===== src/rtl/full_adder.sv =====
// Registered WIDTH-bit ripple-carry full adder with a single output register stage.
// Optional signed-overflow output ovf_out is built only when FULL_ADDER_OVF_EN is defined.
module full_adder #(
   parameter int WIDTH = 1
) (
   input  logic             clk,
   input  logic             rst,
   input  logic             valid_in,
   input  logic [WIDTH-1:0] a_in,
   input  logic [WIDTH-1:0] b_in,
   input  logic             c_in,
   output logic [WIDTH-1:0] sum_out,
   output logic             carry_out,
`ifdef FULL_ADDER_OVF_EN
   output logic             ovf_out,
`endif
   output logic             valid_out
);

   logic [WIDTH:0]   carry;
   logic [WIDTH-1:0] sum_nxt;

   // Ripple chain of 1-bit full-adder cells; carry[0] is the external carry-in.
   always_comb begin
      carry    = '0;
      sum_nxt  = '0;
      carry[0] = c_in;
      for (int i = 0; i < WIDTH; i++) begin
         sum_nxt[i]   = a_in[i] ^ b_in[i] ^ carry[i];
         carry[i+1]   = (a_in[i] & b_in[i]) | (a_in[i] & carry[i]) | (b_in[i] & carry[i]);
      end
   end

   always_ff @(posedge clk or posedge rst) begin
      if (rst) begin
         sum_out   <= '0;
         carry_out <= 1'b0;
         valid_out <= 1'b0;
      end else begin
         valid_out <= valid_in;
         if (valid_in) begin
            sum_out   <= sum_nxt;
            carry_out <= carry[WIDTH];
         end
      end
   end

`ifdef FULL_ADDER_OVF_EN
   // Signed overflow: carry into the MSB differs from carry out of it.
   always_ff @(posedge clk or posedge rst) begin
      if (rst) begin
         ovf_out <= 1'b0;
      end else if (valid_in) begin
         ovf_out <= carry[WIDTH] ^ carry[WIDTH-1];
      end
   end
`endif

endmodule


===== config.mk =====
export PLATFORM = sky130hd
export DESIGN_NAME = full_adder
export DESIGN_NICKNAME = d
export VERILOG_FILES = /design/src/rtl/full_adder.sv
export SDC_FILE = /design/constraint.sdc
export NUM_CORES = 1
export LEC_CHECK = 0
export ABC_AREA = 1
export BUFFER_PORTS_ARGS = -buffer_cell sky130_fd_sc_hd__buf_2
export CELL_PAD_IN_SITES_DETAIL_PLACEMENT = 1
export CELL_PAD_IN_SITES_GLOBAL_PLACEMENT = 2
export CORE_AREA = 3 3 40 42
export CTS_CLUSTER_DIAMETER = 200
export DETAILED_ROUTE_END_ITERATION = 10
export DIE_AREA = 0 0 43 45
export PLACE_DENSITY = 0.5
export SLEW_MARGIN = 10
export SYNTH_ARGS = -nofsm -noshare
export SYNTH_HDL_FRONTEND = slang
export SYNTH_SLANG_ARGS = --single-unit
export TNS_END_PERCENT = 5

===== constraint.sdc =====
create_clock -name clk -period 0.8 [get_ports clk]
set_clock_uncertainty 0.05 [all_clocks]
set_input_delay 0.12 -clock clk [delete_from_list [all_inputs] [get_ports clk]]
set_output_delay 0.12 -clock clk [all_outputs]
set_load 0.005 [all_outputs]

After elaboration in Yosys (flattened, before gate mapping)
Cells that the tools add are included.
{"block": "totals", "register_bits": 3, "elab_cells": 10, "inputBits": 6}
{"block": "op_classes", "bitwise_logic": 7}
{"cell": "$and 1x1->1", "n": 3}
{"cell": "$or 1x1->1", "n": 2}
{"cell": "$xor 1x1->1", "n": 2}

Depth between registers and ports, before layout
{"block": "logic_depth", "depth_word": 3, "ltp_mapped": 3, "mapped_depth_nobuf": 3}

Worst setup path before layout
OpenSTA, ideal clock, no wires.
{"block": "synth_path", "path_type": "input to register", "start": "in a_in", "end": "reg sum_out", "cell_stages": 3, "t_arrival_ns": 0.682, "path_buffers": 0, "t_required_ns": 0.634, "setup_slack_ns": -0.048, "cell_sequence": "fa_1 nand2_1 nand2_1"}
{"block": "synth_between", "elab_chain_cells": 2}
{"item": "start: declaration", "line": "9", "text": "input logic [WIDTH-1:0] a_in,"}
{"item": "$xor 1x1->1 (2 in a row)", "line": "29", "text": "sum_nxt[i] = a_in[i] ^ b_in[i] ^ carry[i];"}
{"item": "end signal: assignment", "line": "42", "text": "sum_out <= sum_nxt;"}
{"item": "end: declaration", "line": "12", "text": "output logic [WIDTH-1:0] sum_out,"}
No other way between the ends.
A chain may end at the register's enable or synchronous reset.

Final worst setup path
{"block": "layout_path", "start": "reg carry_out", "end": "out carry_out"}
{"item": "start: declaration", "line": "13", "text": "output logic carry_out,"}
{"item": "start signal: assignment", "line": "43", "text": "carry_out <= carry[WIDTH];"}
No word-level cell between the ends.

==> impl_metrics.ini <==
[power]
sw_frac_of_total = 0.214
post_layout_total_power_uw = 516
power_density_nw_per_um2 = 2100
internal-power_uw = 406
net-switching-power_uw = 110
comb_power_share = 0.166
power.ir.vdd_worst_v = 0.000226
sequentialPowerShare = 0.338
total_leakage_power_uw = 0.000137
power.share.clock = 0.496

[die]
core.rowCount = 13
die_outline_area_um2 = 1940
design.core.area_um2 = 1280
floorplan.initialDensity = 0.0974
die_w_um = 43
fp.dieH_um = 45
floorplan.io_pins = 9

[cells_and_area]
nets = 36
drive_above_1_share = 0.464
final.fill_count = 157
area.growth.synth_to_final_pct = 96.0
antenna_cells = 0
layout_common_cells = 8 x buf_2, 6 x nand2_1, 3 x dfrtp_1, 3 x clkbuf_4
final_common_cell = buf_2

[place]
place.port_buffers = 8
globalplace.congestion = 0.595
dp_worst_setup_slack_ns = -0.182

[logic_synthesis]
post_synth.cell_area_avg_um2 = 10.4
synth.net_count = 19
synth_compound_gate_area_share = 0
synth.yosys.warnings = 0
muxShareOfSynthArea = 0
synth_seq_cells = 3
post_synth_num_cell_types = 4
synth-simple-area-share = 0.180
fraction_of_the_mapped_netlist_area_in_adder_cells = 0.160
syn_area_um2 = 125
synth_sequential_area_ratio = 0.600
synth_xor_xnor_area_share = 0
main_combinational_cell_family_by_area_after_synthesis = simple AND/OR/NAND/NOR gates
syn-instance-count = 12

[sta]
grt_setup_unrepaired = true
maxSlewViolCount = 0
hold_viol_final = 0
timing.final.crit_period_ns = 0.884
worstMarginPinSlew_ns = 0.111
fin_crit_share = 1.11
fmax_ghz = 1.13
post-route-worst-setup-slack_ns = -0.0845
timing.slew.headroom = 0.926
final-setup-viol-count = 3

[setup_path]
timing.critical_path.max_delay_family = flip-flops
timing.critical_path.slowest_cell_delay_ns = 0.36
critical_path_required_ns = 0.63
worstSetupStartpointType = register
worstPathMaxFanout = 2
critical_path_class = register to output pin
timing.critical_path.buf_inv = 1
worstPathCellList = buf_2
critPathCaptureType = output pin
timing.critical_path.slowest_stage_cell = dfrtp_1
cp_data_arrival_time_ns = 0.71

[clocking]
clk_pin_slew_ns = 0.03
cts_buffers = 3
numClockSinks = 3
cts_resized = 0
tritoncts = built
cts_htree_levels = 1
worst_skew_pair.late_latency_ns = 0.23
ctsLongestPathBuffers = 2
clock-root-buffer = clkbuf_4

[global_routing]
number_of_global_route_vias_before_repair = 160
grt_pass1_wl_um = 517
maximum_number_of_pins_on_one_net_before_global_route_repair = 5
grtUsageTotal = 0.0384
grt_antenna_before_repair = 0
globalRoute.totalOverflow = 0

[drt]
drt.antenna.violating_nets = 0
drt_drc_violations_left = 0
routed_wirelength_um = 303
drt_pass1_iterations = 1
routed-via-count = 130
post_drt_wl_per_cell_um = 7.05
drt_iter0_drc = 0
via_per_inst = 3.02

[flow_run]
cap_viol_max_count = 0

[worst_hold_path]
timing.hold.worst.class = input pin to register

[run_status]
status = finished with violations
violations_in_the_final_reports = negative setup slack
metrics by stage:
step	utilization	hold slack, ns	instances	setup TNS (ns)	cell area, um2
floorplan	-	-0.176	12	-0.0347	125
detailed placement	0.143	-0.0599	35	-0.312	184
global route	0.191	0.113	43	-0.322	245
CTS	0.191	0.0859	43	-0.269	245
global placement	0.143	-0.0645	35	-0.311	184
finish	0.191	0.0891	43	-0.233	245
metal layers:
layer	global-route usage	wire (um)	vias up
li1	-	-	65
met1	0.0389	135	57
met2	0.0449	122	8
met3	0.0120	46	0
met4	0.0723	0	0
met5	0	0	-
repair_timing:
item,in CTS,in global routing
endpoints found under the hold margin,4,0
setup endpoints to repair,3,3
setup buffers,2,0
hold buffers,2,0
cells in the mapped netlist:
| cell | n | area share |
|---|---|---|
| nand2_1 | 6 | 0.18 |
| dfrtp_1 | 3 | 0.60 |
| inv_1 | 2 | 0.060 |
| fa_1 | 1 | 0.16 |
state kept, by name, summed over array words and instances, names as in the netlist:
signal and flops:
carry_out 1, sum_out 1, valid_out 1
power by group through the flow:
stage	Combinational, uW	Sequential, uW	Clock [uW]
floorplan	20.3	179	0
global placement	59.2	178	0
detailed placement	60.0	178	0
CTS	87.5	174	271
global route	98.5	176	280
finish	85.6	174	256
cell type report:
type                       count  area [um2]  area share
sequential                     3        75.1       0.306
timing repair buffer          12        75.1       0.306
multi-input combinational      7        42.5       0.173
clock buffer                   4        26.3       0.107
tap                           15        18.8      0.0765
inverter                       2        7.51      0.0306
path summary, 6_finish.rpt:
kind / start / to / slack (ns) / depth (start not counted)
hold reg to reg: carry_out / carry_out / 0.50 / 3
setup / recovery: carry_out / carry_out / -0.08 / 1
max in group asynchronous: rst / sum_out / 0.32 / 3
hold / removal: valid_in / sum_out / 0.09 / 3
min in group asynchronous: rst / carry_out / 0.25 / 3
setup reg to reg: sum_out / sum_out / 0.05 / 3
cells by family (layout without fill, tap and decap cells):
| group | count (synthesis) | in the layout |
|---|---|---|
| AND/OR/NAND/NOR | 6 | 6 |
| flip-flops | 3 | 3 |
| buffers and inverters | 2 | 18 |
| adder cells (fa/ha/maj) | 1 | 1 |
No activity file was read; power rests on OpenSTA's default activity.
